## config.mk

```make
export PLATFORM = sky130hd
export DESIGN_NAME = video_timing_gen
export DESIGN_NICKNAME = d
export VERILOG_FILES = /design/src/rtl/video_timing_gen_pkg.sv /design/src/rtl/video_timing_gen_axis_counter.sv /design/src/rtl/video_timing_gen.sv
export SDC_FILE = /design/constraint.sdc
export NUM_CORES = 1
export LEC_CHECK = 0
export ABC_AREA = 1
export BUFFER_PORTS_ARGS = -buffer_cell sky130_fd_sc_hd__buf_2
export CORE_ASPECT_RATIO = 1.25
export CORE_UTILIZATION = 40
export DETAILED_ROUTE_END_ITERATION = 7
export PLACE_DENSITY = 0.63
export SLEW_MARGIN = 20
export SYNTH_ARGS = -nofsm -noshare
export SYNTH_HDL_FRONTEND = slang
export SYNTH_HIERARCHICAL = 1
export SYNTH_SLANG_ARGS = --single-unit
```

## constraint.sdc

```tcl
create_clock -name clk -period 1.8 [get_ports clk]
set_input_delay 0.09 -clock clk [delete_from_list [all_inputs] [get_ports clk]]
set_output_delay 0.09 -clock clk [all_outputs]
set_load 0.05 [all_outputs]
```

## src/rtl/video_timing_gen_pkg.sv

```systemverilog
// Shared timing defaults and the axis segment classifier for the raster timing generator.
// Holds the board's 256x240 timing set and a standard 640x480@60 set.
package video_timing_gen_pkg;

  localparam int unsigned DEF_H_DISPLAY = 256;
  localparam int unsigned DEF_H_FRONT   = 7;
  localparam int unsigned DEF_H_SYNC    = 23;
  localparam int unsigned DEF_H_BACK    = 23;
  localparam int unsigned DEF_V_DISPLAY = 240;
  localparam int unsigned DEF_V_FRONT   = 14;
  localparam int unsigned DEF_V_SYNC    = 4;
  localparam int unsigned DEF_V_BACK    = 4;

  localparam int unsigned VGA_H_DISPLAY = 640;
  localparam int unsigned VGA_H_FRONT   = 16;
  localparam int unsigned VGA_H_SYNC    = 96;
  localparam int unsigned VGA_H_BACK    = 48;
  localparam int unsigned VGA_V_DISPLAY = 480;
  localparam int unsigned VGA_V_FRONT   = 10;
  localparam int unsigned VGA_V_SYNC    = 2;
  localparam int unsigned VGA_V_BACK    = 33;

  typedef enum logic [1:0] {
    SEG_DISPLAY = 2'd0,
    SEG_FRONT   = 2'd1,
    SEG_SYNC    = 2'd2,
    SEG_BACK    = 2'd3
  } axis_seg_e;

  // Segments follow each other in the order display, front porch, sync, back porch.
  function automatic axis_seg_e seg_of(input int unsigned pos, input int unsigned display,
                                       input int unsigned front, input int unsigned sync);
    axis_seg_e seg;
    if (pos < display) begin
      seg = SEG_DISPLAY;
    end else if (pos < display + front) begin
      seg = SEG_FRONT;
    end else if (pos < display + front + sync) begin
      seg = SEG_SYNC;
    end else begin
      seg = SEG_BACK;
    end
    return seg;
  endfunction

endpackage

```

## src/rtl/video_timing_gen_axis_counter.sv

```systemverilog
// One raster axis: position counter with wrap, plus sync and blank flags registered so they
// describe the position presented in the same cycle. Next-cycle blank is exported for the parent.
module video_timing_gen_axis_counter
  import video_timing_gen_pkg::*;
#(
  parameter int unsigned DISPLAY = DEF_H_DISPLAY,
  parameter int unsigned FRONT   = DEF_H_FRONT,
  parameter int unsigned SYNC    = DEF_H_SYNC,
  parameter int unsigned BACK    = DEF_H_BACK,
  parameter bit          POL     = 1'b1,
  parameter int unsigned W       = 9
) (
  input  logic         clk,
  input  logic         reset_n,
  input  logic         step_i,
  output logic [W-1:0] pos_o,
  output logic         sync_o,
  output logic         blank_o,
  output logic         blank_nxt_o,
  output logic         wrap_o
);

  localparam int unsigned TOTAL = DISPLAY + FRONT + SYNC + BACK;
  localparam logic [W-1:0] LAST = W'(TOTAL - 1);

  if ((64'd1 << W) < 64'(TOTAL)) begin : g_bad_width
    $error("axis counter width %0d cannot hold total %0d", W, TOTAL);
  end

  logic [W-1:0] pos_q, pos_d;
  logic         sync_q, sync_d;
  logic         blank_q, blank_d;
  axis_seg_e    seg_s;

  assign wrap_o = step_i && (pos_q == LAST);

  // Next position and the flags that belong to it.
  always_comb begin
    pos_d   = pos_q;
    sync_d  = ~POL;
    blank_d = 1'b1;
    if (wrap_o) begin
      pos_d = '0;
    end else if (step_i) begin
      pos_d = pos_q + {{(W-1){1'b0}}, 1'b1};
    end else begin
      pos_d = pos_q;
    end
    seg_s = seg_of(32'(pos_d), DISPLAY, FRONT, SYNC);
    case (seg_s)
      SEG_DISPLAY: begin
        sync_d  = ~POL;
        blank_d = 1'b0;
      end
      SEG_SYNC: begin
        sync_d  = POL;
        blank_d = 1'b1;
      end
      default: begin
        sync_d  = ~POL;
        blank_d = 1'b1;
      end
    endcase
  end

  // Axis state register.
  always_ff @(posedge clk or negedge reset_n) begin
    if (!reset_n) begin
      pos_q   <= '0;
      sync_q  <= ~POL;
      blank_q <= 1'b0;
    end else begin
      pos_q   <= pos_d;
      sync_q  <= sync_d;
      blank_q <= blank_d;
    end
  end

  assign pos_o       = pos_q;
  assign sync_o      = sync_q;
  assign blank_o     = blank_q;
  assign blank_nxt_o = blank_d;

endmodule

```

## src/rtl/video_timing_gen.sv

```systemverilog
// Parametrised raster timing generator: H/V counters, sync, blanking, line/frame strobes.
// Optional frame counter enabled by defining VIDEO_TIMING_FRAME_CNT_EN.
module video_timing_gen
  import video_timing_gen_pkg::*;
#(
  parameter int unsigned H_DISPLAY  = DEF_H_DISPLAY,
  parameter int unsigned H_FRONT    = DEF_H_FRONT,
  parameter int unsigned H_SYNC     = DEF_H_SYNC,
  parameter int unsigned H_BACK     = DEF_H_BACK,
  parameter int unsigned V_DISPLAY  = DEF_V_DISPLAY,
  parameter int unsigned V_FRONT    = DEF_V_FRONT,
  parameter int unsigned V_SYNC     = DEF_V_SYNC,
  parameter int unsigned V_BACK     = DEF_V_BACK,
  parameter bit          H_SYNC_POL = 1'b1,
  parameter bit          V_SYNC_POL = 1'b1,
  parameter int unsigned HPOS_W     = 9,
  parameter int unsigned VPOS_W     = 9,
  parameter int unsigned FCNT_W     = 8
) (
  input  logic              clk,
  input  logic              reset_n,
  input  logic              ce,
  output logic [HPOS_W-1:0] hpos,
  output logic [VPOS_W-1:0] vpos,
  output logic              hsync,
  output logic              vsync,
  output logic              hblank,
  output logic              vblank,
  output logic              display_on,
  output logic              line_start,
  output logic              frame_start,
  output logic [FCNT_W-1:0] frame_cnt
);

  logic h_wrap_s, v_wrap_s, v_step_s;
  logic h_blank_nxt_s, v_blank_nxt_s;
  logic line_start_q, frame_start_q, display_on_q;

  assign v_step_s = ce && h_wrap_s;

  video_timing_gen_axis_counter #(
    .DISPLAY(H_DISPLAY), .FRONT(H_FRONT), .SYNC(H_SYNC), .BACK(H_BACK),
    .POL(H_SYNC_POL), .W(HPOS_W)
  ) u_h_axis (
    .clk        (clk),
    .reset_n    (reset_n),
    .step_i     (ce),
    .pos_o      (hpos),
    .sync_o     (hsync),
    .blank_o    (hblank),
    .blank_nxt_o(h_blank_nxt_s),
    .wrap_o     (h_wrap_s)
  );

  video_timing_gen_axis_counter #(
    .DISPLAY(V_DISPLAY), .FRONT(V_FRONT), .SYNC(V_SYNC), .BACK(V_BACK),
    .POL(V_SYNC_POL), .W(VPOS_W)
  ) u_v_axis (
    .clk        (clk),
    .reset_n    (reset_n),
    .step_i     (v_step_s),
    .pos_o      (vpos),
    .sync_o     (vsync),
    .blank_o    (vblank),
    .blank_nxt_o(v_blank_nxt_s),
    .wrap_o     (v_wrap_s)
  );

  // Strobes fire only on the ce edge that wraps, so they are one clk wide whatever the ce duty.
  always_ff @(posedge clk or negedge reset_n) begin
    if (!reset_n) begin
      line_start_q  <= 1'b0;
      frame_start_q <= 1'b0;
      display_on_q  <= 1'b1;
    end else begin
      line_start_q  <= h_wrap_s;
      frame_start_q <= v_wrap_s;
      display_on_q  <= !h_blank_nxt_s && !v_blank_nxt_s;
    end
  end

  assign line_start  = line_start_q;
  assign frame_start = frame_start_q;
  assign display_on  = display_on_q;

`ifdef VIDEO_TIMING_FRAME_CNT_EN
  logic [FCNT_W-1:0] frame_cnt_q, frame_cnt_d;

  // Frames completed; wraps silently.
  always_comb begin
    frame_cnt_d = frame_cnt_q;
    if (v_wrap_s) begin
      frame_cnt_d = frame_cnt_q + {{(FCNT_W-1){1'b0}}, 1'b1};
    end else begin
      frame_cnt_d = frame_cnt_q;
    end
  end

  // Frame counter register.
  always_ff @(posedge clk or negedge reset_n) begin
    if (!reset_n) begin
      frame_cnt_q <= '0;
    end else begin
      frame_cnt_q <= frame_cnt_d;
    end
  end

  assign frame_cnt = frame_cnt_q;
`else
  assign frame_cnt = '0;
`endif

endmodule

```

==> impl_metrics.json <==
{
  "status": "complete, but fails checks",
  "violations": "negative setup slack",
  "drtAntennaViolNets": 0,
  "ys_seq_area_share_pct": 39.1,
  "final.period_utilization_pct": 112,
  "clkTransAtPathRegs_ns": 0.09,
  "numPlacedInstances": 319,
  "grt_max_degree": 26,
  "wire_per_inst_um": 10.8,
  "avgSynthCellArea_um2": 7.35,
  "rsz0062_at_grt": "true",
  "start_util_pct": 42.0,
  "std_cell_rows": 25,
  "routed_via_density": 4.46,
  "maxCapViolCount": 0,
  "startpoint_type": "register",
  "area_growth_pct": 36.3,
  "path_cells": "inv_2, ha_4, nand2_4, nor2_4, nand3_4, inv_2, nand2_2, inv_2, buf_6, nand3_2, nor2_4, nand2_1, nand2_2, nand3_2, nor2_2, nand2_1, nand2_1, nor2_1",
  "fill_cells": 371,
  "overflow": 0,
  "muxShareOfSynthArea_pct": 0,
  "regArea_um2": 633,
  "die-area_um2": 4270,
  "multi_input_area_um2": 873,
  "cts_made_buffers": 3,
  "ys_async_sr_fraction_pct": 100,
  "dr.pass1.iters": 4,
  "synth-simple-area-share_pct": 40.1,
  "synth_top_family_by_area": "simple AND/OR/NAND/NOR gates",
  "dp_hpwl_um": 2670,
  "fin_hold_ws_ns": 0.323,
  "synth_compound_area_share_pct": 1.25,
  "worstSetupPathType": "register to register",
  "synth-adder-area-share_pct": 3.12,
  "drc": 0,
  "tightest_slew_ns": 0.563,
  "use_met2_pct": 31.5,
  "synth_cell_types": 25,
  "worstSkewPairLatency_ns": 0.27,
  "die_height_um": 72.8,
  "fin_ws_ns": -0.216,
  "slew-limit-headroom_pct": 62.5,
  "slew_viol_final": 0,
  "cp-end-kind": "register",
  "vias": 1490,
  "final_nets": 288,
  "syn_area_um2": 1600,
  "powerDensity_nw_per_um2": 1080,
  "synth-seq-cells": 25,
  "synth_flop_cell": "dfrtp_1",
  "grt_pass1_vias": 1326,
  "antenna_found_initial": 0,
  "antenna_cells": 0,
  "skew_ns": 0.00305,
  "io-pin-count": 36,
  "cp_max_fo": 3,
  "setup_violations": 8,
  "grt.busiest_layer": "met2",
  "met1_usage_pct": 23.0,
  "cts.htree.levels": 1,
  "die_w_um": 58.6,
  "cp_slowest_stage_delay_ns": 0.42,
  "first_iter_violations": 74,
  "layout_min_cycle_time_ns": 2.02,
  "final_core_util_pct": 57.2,
  "hold_path_class": "input port to register",
  "syn-instance-count": 218,
  "p_leak_nw": 1.16,
  "crit_arrival_ns": 2.23,
  "max_freq_mhz": 496,
  "ys_warn_count": 6,
  "finalHoldViolations": 0,
  "synth_edf_count": 0,
  "fin_total_pwr_mw": 2.37,
  "cts_sinks": 25,
  "drive_gt1_share_pct": 42.5,
  "met3_usage_pct": 1.60,
  "irDropWorstVdd_mv": 0.351,
  "grt_pass1_wl_um": 5730,
  "clk_path_buf_depth": 2,
  "grt_util_all_layers_pct": 17.9,
  "wirelength_um": 3620,
  "cts_tree": "yes",
  "root_buffer": "clkbuf_8",
  "required_ns": 2.01,
  "core_um2": 3820,
  "numPortBuffers": 27,
  "stdcell_count": 334,
  "place.gp.congestion": 0.867,
  "synthXorXnorAreaFrac_pct": 1.64,
  "dpl_worst_slack_ns": -0.245,
  "crit_slowest_cell": "dfrtp_2"
}
where the power goes:
part | switching [mW] | internal [mW] | leakage, nW
sequential | 0.0617 | 0.667 | 0.294
clock | 0.182 | 0.157 | 0.0217
combinational | 0.885 | 0.416 | 0.843
worst paths after layout:
path                                    from                 to  slack [ns]  depth (start not counted)
max                        u_h_axis/pos_o[1]         display_on       -0.22                         18
min                                       ce  u_h_axis/pos_o[0]        0.32                          5
max reg2reg                u_h_axis/pos_o[1]         display_on       -0.22                         18
min reg2reg                u_v_axis/pos_o[7]  u_v_axis/pos_o[7]        0.60                          2
max in group asynchronous            reset_n  u_h_axis/pos_o[2]        1.06                          2
min in group asynchronous            reset_n  u_v_axis/pos_o[5]        0.34                          2
layout by cell type, fill, tap and decap left out, types with 2 or more instances in the layout:
master    synthesis  routed
nand3_2           6       8
conb_1            1       8
nand2_1          65      53
dfrtp_1          24      19
nor2_4            3       7
inv_1            39      33
clkbuf_8          0       3
nand2_2           5      15
xor2_1            2       2
ha_1              4       3
dfrtp_2           0       5
nand3_1          15      12
a21oi_1           2       2
buf_2             0      27
nand4_1           3       3
inv_2             1       7
nor2_1           23      21
nor2_2            7       5
buf_4             8      28
buf_6             2       5
nand2_4           0       2
nand3_4           1       2
worst max-delay path: cells and delay by family (launching register included):
family                   cells  cell delay [ns]
AND/OR/NAND/NOR             13             1.09
buffers and inverters        4             0.31
flip-flops                   1             0.42
adder cells (fa/ha/maj)      1             0.13
through the flow:
stage	setup TNS (ns)	area, µm²
floorplan	-1.52	1640
global placement	-0.636	1930
detailed placement	-0.856	1930
CTS	-1.03	2050
global route	-2.36	2180
finish	-1.11	2180
layer usage:
metal  vias to the layer above  wire [µm]
met3                         6        120
met4                         0         62
met2                        35       1930
met5                         -          0
li1                        763          -
met1                       686       1500
sequential cells by signal, indices dropped and copies added (netlist names):
name and cells:
u_v_axis/sync_o 1, u_h_axis/sync_o 1, frame_start 1, u_h_axis/blank_o 1
u_v_axis/blank_o 1, u_v_axis/pos_o 9, u_h_axis/pos_o 9, display_on 1
line_start 1
synth_stat cells, types with 2 or more instances:
cell type / instances / area share, %
nand3_2: 6 / 3.7
nand2_2: 5 / 2.0
dfrtp_1: 24 / 37
nand2_1: 65 / 15
nor2_2: 7 / 2.7
nand4_1: 3 / 1.2
ha_1: 4 / 3.1
nor2_4: 3 / 2.1
inv_1: 39 / 9.1
nor2_1: 23 / 5.4
a21oi_1: 2 / 0.62
buf_6: 2 / 1.4
buf_4: 8 / 3.7
nand3_1: 15 / 4.7
xor2_1: 2 / 1.1
layout make-up:
class | count | area share [%]
Clock buffer | 3 | 1.89
Timing Repair Buffer | 61 | 18.8
Clock inverter | 1 | 0.344
Multi-Input combinational cell | 150 | 40.0
Sequential cell | 25 | 29.0
Tap cell | 54 | 3.09
Inverter | 40 | 6.87
kinds of logic after synthesis:
kind of cell,after synthesis
AO/OA/AOI/OAI,4
XOR/XNOR,3
adder cells (fa/ha/maj),4
buffers and inverters,50
flip-flops,25
other,1
AND/OR/NAND/NOR,131
what timing repair did:
item | in CTS | in global routing
buffers inserted | 5 | 5
hold buffers | 1 | 0
gates resized for setup | 9 | 27
endpoints found under the setup margin | 10 | 13
gates cloned | 0 | 0
pin swaps | 6 | 15
endpoints found under the hold margin | 24 | 0
Power figures use the tool's default switching activity.
